File: src/rtl/decoder_2_4_stream.sv
// Streaming 2-to-4 decoder: {valid, index[1:0]} words in, one-hot words out through a FIFO.
// Latency: one cycle from accept into an empty FIFO to out_valid; no combinational in-to-out path.
// Backpressure: in_ready = !rst && !full; no pass-through when full, even with a same-cycle pop.
//
// Ports:
//   clk, rst             rising-edge clock, synchronous active-high reset
//   en                   decode enable, sampled at acceptance
//   in_valid/in_ready    upstream handshake, in_code = {encoder valid flag, index[1:0]}
//   out_valid/out_ready  downstream handshake, out_onehot = FIFO head (0 when empty)
//   clr_cnt              synchronous clear of all counters (wins over a same-edge accept)
//   hit_cnt              per-line saturating hit counters, line k at [k*CNT_W +: CNT_W]
//   err_cnt              saturating count of accepts with en=1 and in_code[2]=0
module decoder_2_4_stream #(
  parameter int FIFO_DEPTH = 2,
  parameter int CNT_W      = 8
) (
  input  logic               clk,
  input  logic               rst,
  input  logic               en,
  input  logic               in_valid,
  output logic               in_ready,
  input  logic [2:0]         in_code,
  output logic               out_valid,
  input  logic               out_ready,
  output logic [3:0]         out_onehot,
  input  logic               clr_cnt,
  output logic [4*CNT_W-1:0] hit_cnt,
  output logic [CNT_W-1:0]   err_cnt
);

  localparam int PW = (FIFO_DEPTH > 1) ? $clog2(FIFO_DEPTH) : 1;

  // Occupancy carries one extra bit so full (== FIFO_DEPTH) and empty (== 0) are distinct.
  logic [3:0]       mem_q [FIFO_DEPTH];
  logic [PW-1:0]    wr_ptr_q, wr_ptr_d;
  logic [PW-1:0]    rd_ptr_q, rd_ptr_d;
  logic [PW:0]      occ_q, occ_d;
  logic [CNT_W-1:0] hit_q [4];
  logic [CNT_W-1:0] hit_d [4];
  logic [CNT_W-1:0] err_q, err_d;

  logic       full, empty, push, pop;
  logic [3:0] decoded;

  assign full  = (occ_q == (PW+1)'(FIFO_DEPTH));
  assign empty = (occ_q == '0);

  assign in_ready  = !rst && !full;
  assign out_valid = !empty;
  assign push      = in_valid && in_ready;
  assign pop       = out_valid && out_ready;

  assign decoded    = (en && in_code[2]) ? (4'b0001 << in_code[1:0]) : 4'b0000;
  assign out_onehot = out_valid ? mem_q[rd_ptr_q] : 4'b0000;

  always_comb begin
    wr_ptr_d = wr_ptr_q;
    rd_ptr_d = rd_ptr_q;
    occ_d    = occ_q;
    hit_d    = hit_q;
    err_d    = err_q;

    // Pointer widths equal log2(depth), so the increment wraps naturally.
    if (push) wr_ptr_d = wr_ptr_q + PW'(1);
    if (pop)  rd_ptr_d = rd_ptr_q + PW'(1);

    case ({push, pop})
      2'b10:   occ_d = occ_q + (PW+1)'(1);
      2'b01:   occ_d = occ_q - (PW+1)'(1);
      default: occ_d = occ_q;
    endcase

    if (clr_cnt) begin
      for (int k = 0; k < 4; k++) hit_d[k] = '0;
      err_d = '0;
    end else if (push && en) begin
      if (in_code[2]) begin
        if (hit_q[in_code[1:0]] != '1) hit_d[in_code[1:0]] = hit_q[in_code[1:0]] + CNT_W'(1);
      end else begin
        if (err_q != '1) err_d = err_q + CNT_W'(1);
      end
    end
  end

  always_ff @(posedge clk) begin
    if (rst) begin
      wr_ptr_q <= '0;
      rd_ptr_q <= '0;
      occ_q    <= '0;
      err_q    <= '0;
      for (int k = 0; k < 4; k++) hit_q[k] <= '0;
      for (int i = 0; i < FIFO_DEPTH; i++) mem_q[i] <= 4'b0000;
    end else begin
      wr_ptr_q <= wr_ptr_d;
      rd_ptr_q <= rd_ptr_d;
      occ_q    <= occ_d;
      err_q    <= err_d;
      hit_q    <= hit_d;
      if (push) mem_q[wr_ptr_q] <= decoded;
    end
  end

  for (genvar k = 0; k < 4; k++) begin : g_hit
    assign hit_cnt[k*CNT_W +: CNT_W] = hit_q[k];
  end

  assign err_cnt = err_q;

endmodule

File: config.mk
export PLATFORM = sky130hd
export DESIGN_NAME = decoder_2_4_stream
export DESIGN_NICKNAME = d
export VERILOG_FILES = /design/src/rtl/decoder_2_4_stream.sv
export SDC_FILE = /design/constraint.sdc
export NUM_CORES = 1
export LEC_CHECK = 0
export BUFFER_PORTS_ARGS = -buffer_cell sky130_fd_sc_hd__buf_4
export CORE_MARGIN = 1
export CORE_UTILIZATION = 52
export CTS_CLUSTER_DIAMETER = 40
export DETAILED_ROUTE_END_ITERATION = 8
export PLACE_DENSITY = 0.77
export SLEW_MARGIN = 40
export SYNTH_ARGS = -nofsm -noshare
export SYNTH_HDL_FRONTEND = slang
export SYNTH_SLANG_ARGS = --single-unit
export TNS_END_PERCENT = 5
File: constraint.sdc
create_clock -name clk -period 4.6 [get_ports clk]
set_input_delay 0.46 -clock clk [delete_from_list [all_inputs] [get_ports clk]]
set_output_delay 0.46 -clock clk [all_outputs]
set_load 0.005 [all_outputs]
* Word level (Yosys, flattened, before mapping)
Memories as Yosys holds them, arrays and structs flattened. A register that Yosys moved wholly into a read port is not among the register bits. Cells that the tools add are included. Widths: inputs -> output; s select.
Storage, ports and cells: flip-flop bits (word level) 44, bits in writable memories 8, output and inout port bits 46, bits of input ports 9, memories kept 1
Operators by class: order comparisons 2, equal/unequal tests 5, muxes and demuxes 19, add/sub/neg operators 6, reduce and logical (&&, ||, !) cells 15, shift-type cells 1, bitwise logic cells 2
Memories:
- mem_q | words 2, width 4, read ports 1, clocked after Yosys merged registers in 1, wr ports 2, line 34 | logic [3:0] mem_q [FIFO_DEPTH];
Operators with widths (count):
- $bwmux 32 | 1
- $mux 8 | 3
- $add 8x1->8 const B | 2
- $bmux 8 s2 | 1
- $demux 8 s2 | 1
- $ne 8x8->1 const B | 2
- $mux 4 | 3
- $mux 1 | 9
- $logic_and 1x1->1 | 6
- $reduce_and 3->1 | 2
- $eq 2x2->1 const B | 2
- $pmux 2 s2 | 1
- $reduce_or 4->1 | 1
- $shl 1x2->4 const A | 1
- $ge 3x3->1 const B | 1
- $logic_not 1->1 | 3
- $lt 3x1->1 const B | 1
- $not 2->3 | 1
- $add 1x1->1 const B | 2
- $add 2x1->2 const B | 1
- $eq 2x1->1 const B | 1
- $logic_not 2->1 | 1
- $reduce_bool 2->1 | 1
- $reduce_or 2->1 | 1
- 2 further kinds | 2

* Logic depth before layout (Yosys ltp)
Gate-level depths: netlist of the first run.
depth in word-level cells 9, depth in mapped cells 8, depth with buffers taken out 7

* Worst setup path before layout of the first run
No wires, ideal clock.
kind input to register, start input in_code[0], end register hit_q (netlist bit hit_cnt[5]), arrival time 2.462 ns, buffers on the path 2, cell stages on the path 8, path slack 2.053 ns, cell sequence buf_6 > mux4_2 > ha_1 > and4_4 > a2111oi_4 > buf_6 > nor2_1 > a211oi_1
Between the ends: longest elaborated chain between the ends 6, elaborated cells on any way between the ends 13
Ends and longest elaborated chain:
- from (decl) | line 22 | input logic [2:0] in_code,
- $not 2->3 (not written as such) (*) | line 78 | if (hit_q[in_code[1:0]] != '1) hit_d[in_code[1:0]] = hit_q[in_code[1:0]] + CNT_W'(1);
- $bmux 8 s2 (tied with other cells) | line 78
- $mux 8 (not written as such) / $logic_and 1x1->1 (equally long branches) | line 78
- $mux 8 (not written as such) | line 78
- $add 8x1->8 (tied with other cells) | line 78
- $bwmux 32 / $reduce_and 3->1 (equally long branches)
- to (signal assigned) | line 98 | hit_q <= hit_d;
- to (decl) | line 38 | logic [CNT_W-1:0] hit_q [4];
Every way passes the cells marked *; elsewhere a longest branch is shown, timed or not. The select of a mux whose other input is x is not followed. A chain may end at the register's enable or synchronous reset.

* Final worst setup path of the first run
start input in_code[0], end register hit_q (netlist bit hit_cnt[11])
Same word-level chain as after synthesis.

==> results.toml, run 1 <==
[run_status]
outcome = "finished clean"

[global_route]
grt_max_degree = 41
overflow = 0
antenna_found_initial = 0
grtUsageTotal = 0.2059
grt_pass1_wl_mm = 8.197
grt_pass1_vias = 1731

[worst_hold_path]
hold_path.class = "in2reg"
hold_start = "rst"

[placement]
numPortBuffers = 54
gp_congestion = 0.7825
hpwl_mm = 3.619

[logic_synthesis]
ys.flop_type = "dfxtp_1"
netlist.top_cell.by_area = "dfxtp_1"
synth_top_area_share = 0.3517
netlist_top_cells_area = "dfxtp_1 (35%), edfxtp_1 (9.4%), nor2_1 (7.3%), mux2i_1 (6.3%), mux4_1 (6.2%)"
seq_area_frac_synth = 0.4455
ys_warn_count = 0
async_reset_ff_frac = 0
synth_common_cells = "nor2_1 (50), dfxtp_1 (45), a211oi_1 (16), mux2i_1 (16), nand2_1 (10)"
ys_ff_latch = 53
synth.most_common_cell = "nor2_1"
post_synth.cell_area_avg_um2 = 10.63
synth.distinct_cells = 34
syn_inst = 241
synth-edff-count = 8
synth.cell_area_um2 = 2561
synthesis.nets = 253

[pwr]
swShare = 0.2429
seqPwrFrac = 0.526
clockPowerShare = 0.336
p_total_w = 0.0009691
p_sw_w = 0.0002354
p_int_w = 0.0007337
powerDensity_nw_per_um2 = 311.9
p_leak_nw = 1.123
p_comb_frac = 0.139
irDropWorstVdd_v = 0.0002128

[critical_path]
crit_start = "in_code[0]"
rrSetupSlack_ns = 2.00
crit_path_end_kind = "flop"
path_class = "in2reg"
required_ns = 4.77
reg2reg_from = "hit_cnt[24]"
start_kind = "input pin"
r2r_cells = 7
r2r-end = "hit_cnt[11]"
worstSetupEndpoint = "hit_cnt[11]"
critical_path_arrival_ns = 2.83
cp_max_fo = 12

[clock_tree]
htree_levels = 2
path_clk_slew_ns = 0.09
cts_made_buffers = 5
cts_buffer_depth = 2
cts_root_buf = "clkbuf_8"
cts-hold-fix-buffers = 0
cts_tree = "yes"
clkLatencyLatePin_ns = 0.31
cts_setup_buffers = 0
cts_resized = 0
clock-sinks = 53

[sta]
worst_slew_pin_slew_ns = 0.7967
skew_ns = 0.007662
rsz0062_at_grt = "false"
fmax_mhz = 376.7
maxSlewViolCount = 0
setup_viol = 0
final_hold_viol_count = 0
tns_ns = 0
layout_min_cycle_time_ns = 2.655
min_period_over_period = 0.5771
relSlewSlack = 0.4688

[finish]
n_antenna_cell = 0
drive_gt1_frac = 0.2799
final_nets = 304
seq_area_um2 = 1141
syn2layout_area_growth_pct = 21.30
num-fill-cells = 367
multi_input_area_um2 = 1319

[detailed_routing]
via_per_inst = 5.378
wl_mm = 5.106
wire_per_inst_um = 14.18
vias = 1936
drt_iter0_markers = 98
postRouteAntennaNets = 0
post-route-drc-count = 0
dr.pass1.iters = 7

[floorplanning]
die_y_um = 72.18
initial_core_util = 0.5423
fp-row-count = 25
core_um2 = 4723
io_pins = 55
die-area_um2 = 5210
die_x_um = 72.18

[flow_run]
cap_viol_max_count = 0
## placed cells by master, fill, tap and decap left out, types with 2 or more instances in the layout
master	instances
nand2b_1	2
a21oi_1	6
a211oi_2	4
o21ai_0	3
clkbuf_8	6
a211oi_1	16
mux4_2	2
nand2_1	10
o31ai_1	2
a2111oi_4	4
nor2b_1	2
mux2i_1	16
xnor2_1	9
dfxtp_1	45
ha_1	3
or4_1	3
buf_4	57
nor3_1	6
nand3_1	8
mux4_1	6
xor2_1	4
inv_1	3
edfxtp_1	8
nor2_1	50
or3_1	3
nand4_1	2
or2_2	3
## power groups by stage
stage	Clock [W]	Combinational, W	Sequential, W
4_1_cts	0.000330	0.000135	0.000509
2_1_floorplan	0	0.000102	0.000510
5_1_grt	0.000347	0.000153	0.000513
3_5_place_dp	0	0.000134	0.000520
6_report	0.000325	0.000134	0.000509
3_3_place_gp	0	0.000132	0.000519
## cells by family (layout without fill, tap and decap cells)
kind of cell             count (synthesis)  in the layout  share of synthesized area
adder cells (fa/ha/maj)                  3              3                    0.01466
flip-flops                              53             53                     0.4455
XOR/XNOR                                13             13                    0.04446
AND/OR/NAND/NOR                         94             94                     0.1749
AO/OA/AOI/OAI                           37             37                     0.1392
multiplexers                            24             24                     0.1417
buffers and inverters                   17             69                    0.03957
## worst max-delay path: stages
cell	delay, ns
buf_4	0.19
mux4_2	0.63
ha_1	0.28
and4_4	0.20
a2111oi_4	0.56
buf_4	0.27
mux2i_1	0.19
nor2_1	0.05
## metal layers
layer  track usage  part of all wire  up-vias  routed length, um
li1              -                 -      979                  -
met1        0.2829              0.48      902               2435
met2        0.3198              0.46       50               2330
met3       0.05694             0.054        5                274
met4       0.05882             0.013        0                 65
met5             0                 0        -                  0
## area by class of cell
type                       instances  area share
tap                               67     0.02698
sequential                        53      0.3673
multi-input combinational        171      0.4245
inverter                           3    0.003625
timing repair buffer              58      0.1402
clock buffer                       7     0.02779
clock inverter                     1    0.009666
## per-stage QoR
step                setup slack [ns]    util  instances  hold slack [ns]  instance area [um^2]
finish                         1.945  0.6577        360           0.3862                  3107
global route                   1.795  0.6577        360           0.3861                  3107
CTS                            1.857  0.6514        356           0.3737                  3077
detailed placement             1.519  0.6268        348           0.4977                  2960
global placement               1.581  0.6268        348           0.4881                  2960
floorplan                      2.053       -        241           0.4718                  2561
## flip-flops by register name, summed over array words and instances, names as in the netlist, named ones only
signal	flops
mem_q	8
rd_ptr_q	1
hit_cnt	32
err_cnt	8
occ_q	2
wr_ptr_q	1
## worst min path at each step
stage                      end  cells after the start
floorplan             occ_q[1]                      2
global placement    err_cnt[6]                      2
detailed placement  err_cnt[1]                      2
CTS                   occ_q[1]                      2
global route              flop                      2
finish                occ_q[1]                      2
(Power assumes the default switching activity.)
==> run 2, diff against run 1 <==
ABC_AREA = 1   (was unset)
CORE_UTILIZATION = 50   (was 52)
PLACE_DENSITY = 0.76   (was 0.77)
clock period = 2.3 ns   (was 4.6 ns; I/O delays follow)
==> results.toml, run 2 <==
[logic_synthesis]
async_reset_ff_frac = 0
ys_warn_count = 0
synth_common_cells = "nand2_1 (154), nor2_1 (65), inv_1 (51), dfxtp_1 (45), a21oi_1 (23)"
synth_top_area_share = 0.3102
post_synth.cell_area_avg_um2 = 6.722
netlist.top_cell.by_area = "dfxtp_1"
seq_area_frac_synth = 0.3929
synth.distinct_cells = 31
netlist_top_cells_area = "dfxtp_1 (31%), nand2_1 (20%), nor2_1 (8.4%), edfxtp_1 (8.3%), inv_1 (6.6%)"
synthesis.nets = 444
ys_ff_latch = 53
synth.cell_area_um2 = 2904
synth.most_common_cell = "nand2_1"
synth-edff-count = 8
ys.flop_type = "dfxtp_1"
syn_inst = 432

[global_route]
grt_pass1_vias = 2469
grt_max_degree = 34
overflow = 0
grtUsageTotal = 0.2285
antenna_found_initial = 0
grt_pass1_wl_mm = 11.11

[finish]
drive_gt1_frac = 0.2004
layout_common_cells = "nand2_1 (154), nor2_1 (64), buf_4 (58)"
fin_util = 0.6143
final_nets = 495
syn2layout_area_growth_pct = 17.19
final_common_cell = "nand2_1"
n_antenna_cell = 0
largest_reg_flops = 32
final_area_um2 = 3403

[clock_tree]
cts_resized = 0
htree_levels = 2
cts_buffer_depth = 2
path_clk_slew_ns = 0.11
cts-hold-fix-buffers = 0
cts_made_buffers = 5
clock-sinks = 53
cts_tree = "yes"
cts_root_buf = "clkbuf_8"
clkLatencyLatePin_ns = 0.32
cts_setup_buffers = 0

[sta]
final_hold_viol_count = 0
min_period_over_period = 0.8546
fmax_mhz = 508.7
rsz0062_at_grt = "false"
relSlewSlack = 0.7184
worst_slew_pin_slew_ns = 0.4210
maxSlewViolCount = 0
skew_ns = 0.005378
setup_viol = 0
tns_ns = 0
layout_min_cycle_time_ns = 1.966

[detailed_routing]
wire_per_inst_um = 11.76
post-route-drc-count = 0
vias = 2762
drt_iter0_markers = 111
dr.pass1.iters = 4
via_per_inst = 4.968
postRouteAntennaNets = 0
wl_mm = 6.541

[floorplanning]
die_x_um = 78.21
io_pins = 55
die_y_um = 78.21
initial_core_util = 0.5242
core_um2 = 5540
die-area_um2 = 6117
fp-row-count = 27

[critical_path]
path_class = "reg2reg"
crit_path_end_kind = "flop"
rrSetupSlack_ns = 0.33
required_ns = 2.52
critical_path_arrival_ns = 2.18
r2r_cells = 8
r2r-end = "hit_cnt[21]"
reg2reg_from = "occ_q[0]"
start_kind = "flop"
cp_max_fo = 14

[worst_hold_path]
hold_start = "rst"
min_path_cells = 2
hold_path.class = "in2reg"
hold_end = "occ_q[1]"

[placement]
gp_congestion = 0.9195
numPortBuffers = 54
hpwl_mm = 4.643
placed_cell_area_um2 = 3306

[flow_run]
cap_viol_max_count = 0

[pwr]
irDropWorstVdd_v = 0.0002958
p_leak_nw = 1.633
powerDensity_nw_per_um2 = 514.5

[run_status]
outcome = "finished clean"
## run 2: changes by cell type after synthesis, sizes merged, moves of 8 or more
cell | previous run | this run
nor2 | 50 | 74
inv | 3 | 55
nand4 | 2 | 13
mux2i | 16 | 0
mux4 | 8 | 0
a211oi | 20 | 0
nand2 | 10 | 163
a21oi | 6 | 24
## run 2: kinds of logic (layout without fill, tap and decap cells)
group / count (synthesis) / count (layout) / synth area share
AND/OR/NAND/NOR: 269 / 269 / 0.4054
buffers and inverters: 69 / 121 / 0.1155
flip-flops: 53 / 53 / 0.3929
AO/OA/AOI/OAI: 33 / 33 / 0.05816
XOR/XNOR: 5 / 5 / 0.01508
adder cells (fa/ha/maj): 3 / 3 / 0.01293
## run 2: routing by layer
layer | track usage | share of wire | wire (um)
met1 | 0.2977 | 0.48 | 3171
met3 | 0.03372 | 0.043 | 283
met5 | 0 | 0 | 0
met4 | 0.06852 | 0.012 | 80
met2 | 0.3904 | 0.46 | 3005
## run 2: worst max-delay path, stage by stage (launching register included)
cell	delay (ns)
dfxtp_1	0.40
inv_2	0.06
a21oi_2	0.12
and2_2	0.19
nand2_1	0.11
nor2_4	0.33
nand3_2	0.35
nor2_1	0.23
nor2_1	0.06
## run 2: layout make-up
type | count | area [um^2]
Clock buffer | 5 | 68.82
Fill cell | 532 | 2137
Sequential cell | 53 | 1141
Clock inverter | 3 | 28.78
Timing Repair Buffer | 58 | 435.4
Multi-Input combinational cell | 310 | 1430
Tap cell | 72 | 90.09
Inverter | 55 | 209.0
## run 2: where the power goes
part / leakage (nW) / switching (W) / internal, W
Clock: 0.0506 / 0.000349 / 0.000229
Sequential: 0.447 / 0.0000179 / 0.000964
Combinational: 1.13 / 0.000120 / 0.0000720
## run 2: worst max-delay path by stage
stage                     startpoint           to  depth (start not counted)
after floorplan           in_code[0]  hit_cnt[14]                         15
after global placement    in_code[0]  hit_cnt[15]                         13
after detailed placement  in_code[0]  hit_cnt[21]                         13
after CTS                   occ_q[0]  hit_cnt[21]                          8
after global routing        occ_q[0]  hit_cnt[13]                          9
final                       occ_q[0]  hit_cnt[21]                          8
## run 2: per-stage QoR
step	instances	hold WS (ns)	total power, W	setup WS, ns
finish	556	0.1059	0.001751	0.3343
floorplan	432	0.3074	0.001127	0.4244
global route	556	0.1019	0.001819	0.07826
detailed placement	548	0.4436	0.001194	0.02817
global placement	548	0.4374	0.001186	0.1282
CTS	556	0.1053	0.001755	0.3389
==> run 3, diff against run 2 <==
CORE_UTILIZATION = 52   (was 50)
clock period = 2.2 ns   (was 2.3 ns; I/O delays follow)
==> results.toml, run 3 (synthesis gave the netlist of run 2 again) <==
[pwr]
seqPwrFrac = 0.573
swShare = 0.2665
p_leak_nw = 1.643
powerDensity_nw_per_um2 = 523.6
p_int_w = 0.001312
p_sw_w = 0.0004766
p_comb_frac = 0.113
irDropWorstVdd_v = 0.0002886
clockPowerShare = 0.314

[floorplanning]
die-area_um2 = 5887
die_x_um = 76.73
die_y_um = 76.73
initial_core_util = 0.5545
io_pins = 55
fp-row-count = 26
core_um2 = 5238

[sta]
maxSlewViolCount = 0
fmax_mhz = 516.9
setup_viol = 0
hold_ws_ns = 0.1070
final_hold_viol_count = 0
skew_ns = 0.009843
min_period_over_period = 0.8794
tns_ns = 0
relSlewSlack = 0.7535
rsz0062_at_grt = "false"
layout_min_cycle_time_ns = 1.935
worst_slew_pin_slew_ns = 0.3671

[clock_tree]
htree_levels = 2
path_clk_slew_ns = 0.10
cts_resized = 0
cts_root_buf = "clkbuf_8"
cts_setup_buffers = 0
cts_buffer_depth = 2
cts-hold-fix-buffers = 0
cts_tree = "yes"
cts_made_buffers = 5
clock-sinks = 53
clkLatencyLatePin_ns = 0.31

[detailed_routing]
dr.pass1.iters = 5
drt_iter0_markers = 128
via_per_inst = 4.878
vias = 2717
post-route-drc-count = 0
postRouteAntennaNets = 0
wire_per_inst_um = 11.50
wl_mm = 6.408

[finish]
seq_area_um2 = 1141
num-fill-cells = 504
largest_reg_flops = 32
multi_input_area_um2 = 1430
layout_common_cells = "nand2_1 (154), nor2_1 (64), buf_4 (61)"
drive_gt1_frac = 0.2033
final_nets = 498
fin_cells = 557
n_antenna_cell = 0
syn2layout_area_growth_pct = 17.62
final_common_cell = "nand2_1"
fin_util = 0.6522

[worst_hold_path]
hold_path.class = "in2reg"

[global_route]
antenna_found_initial = 0
grtUsageTotal = 0.2345
grt_pass1_wl_mm = 11.26
grt_max_degree = 34
grt_pass1_vias = 2443
overflow = 0

[critical_path]
path_class = "reg2reg"
start_kind = "flop"
crit_path_end_kind = "flop"
required_ns = 2.45
critical_path_arrival_ns = 2.18
cp_max_fo = 14

[placement]
hpwl_mm = 4.679
gp_congestion = 0.9100
numPortBuffers = 54
dpl.cell_count = 549

[flow_run]
cap_viol_max_count = 0

[run_status]
outcome = "finished clean"
-- run 3: cell types whose count changed in the layout (fill, tap and decap cells not counted), sizes merged --
| cell | delta |
|---|---|
| buf | +3 |
| inv | -1 |
| clkinv | +1 |
-- run 3: layout make-up --
cell class / count / share of cell area
Clock buffer: 5 / 0.02015
Clock inverter: 3 / 0.006227
Inverter: 55 / 0.06117
Multi-Input combinational cell: 310 / 0.4187
Sequential cell: 53 / 0.3341
Tap cell: 70 / 0.02564
Timing Repair Buffer: 61 / 0.1341
-- run 3: final timing paths --
kind / start / end / slack [ns] / depth (start not counted)
max reg2reg: occ_q[0] / hit_cnt[7] / 0.27 / 9
min reg2reg: rd_ptr_q / flop / 0.47 / 1
max: occ_q[0] / hit_cnt[7] / 0.27 / 9
min: rst / occ_q[1] / 0.11 / 2
-- run 3: metal layers --
layer	GRT usage	share of wire	vias to the layer above
li1	-	-	1438
met1	0.3223	0.49	1215
met2	0.3768	0.45	57
met3	0.04405	0.055	7
met4	0.05962	0.0089	0
met5	0	0	-
-- run 3: worst max-delay path, stage by stage (launching register included) --
cell and delay [ns]:
dfxtp_1 0.40, inv_2 0.06, a21oi_2 0.12, and2_2 0.19
nand2_1 0.11, nor2_4 0.32, nand3_2 0.36, nand2_1 0.15
nand2_1 0.06, nor2_1 0.12
-- run 3: power groups by stage --
stage / sequential (W) / clock, W / combinational (W)
2_1_floorplan: 0.00104 / 0 / 0.000134
3_3_place_gp: 0.00105 / 0 / 0.000195
3_5_place_dp: 0.00105 / 0 / 0.000201
4_1_cts: 0.00103 / 0.000569 / 0.000202
5_1_grt: 0.00103 / 0.000605 / 0.000231
6_report: 0.00103 / 0.000561 / 0.000202
-- run 3: per-stage QoR --
stage                     total power [W]  setup slack (ns)  cell area [um^2]
final                            0.001788            0.2654              3416
after global routing             0.001866           0.03971              3416
after CTS                        0.001796            0.2785              3416
after detailed placement         0.001249            0.1055              3326
after global placement           0.001242            0.2063              3326
after floorplan                  0.001179            0.3344              2904
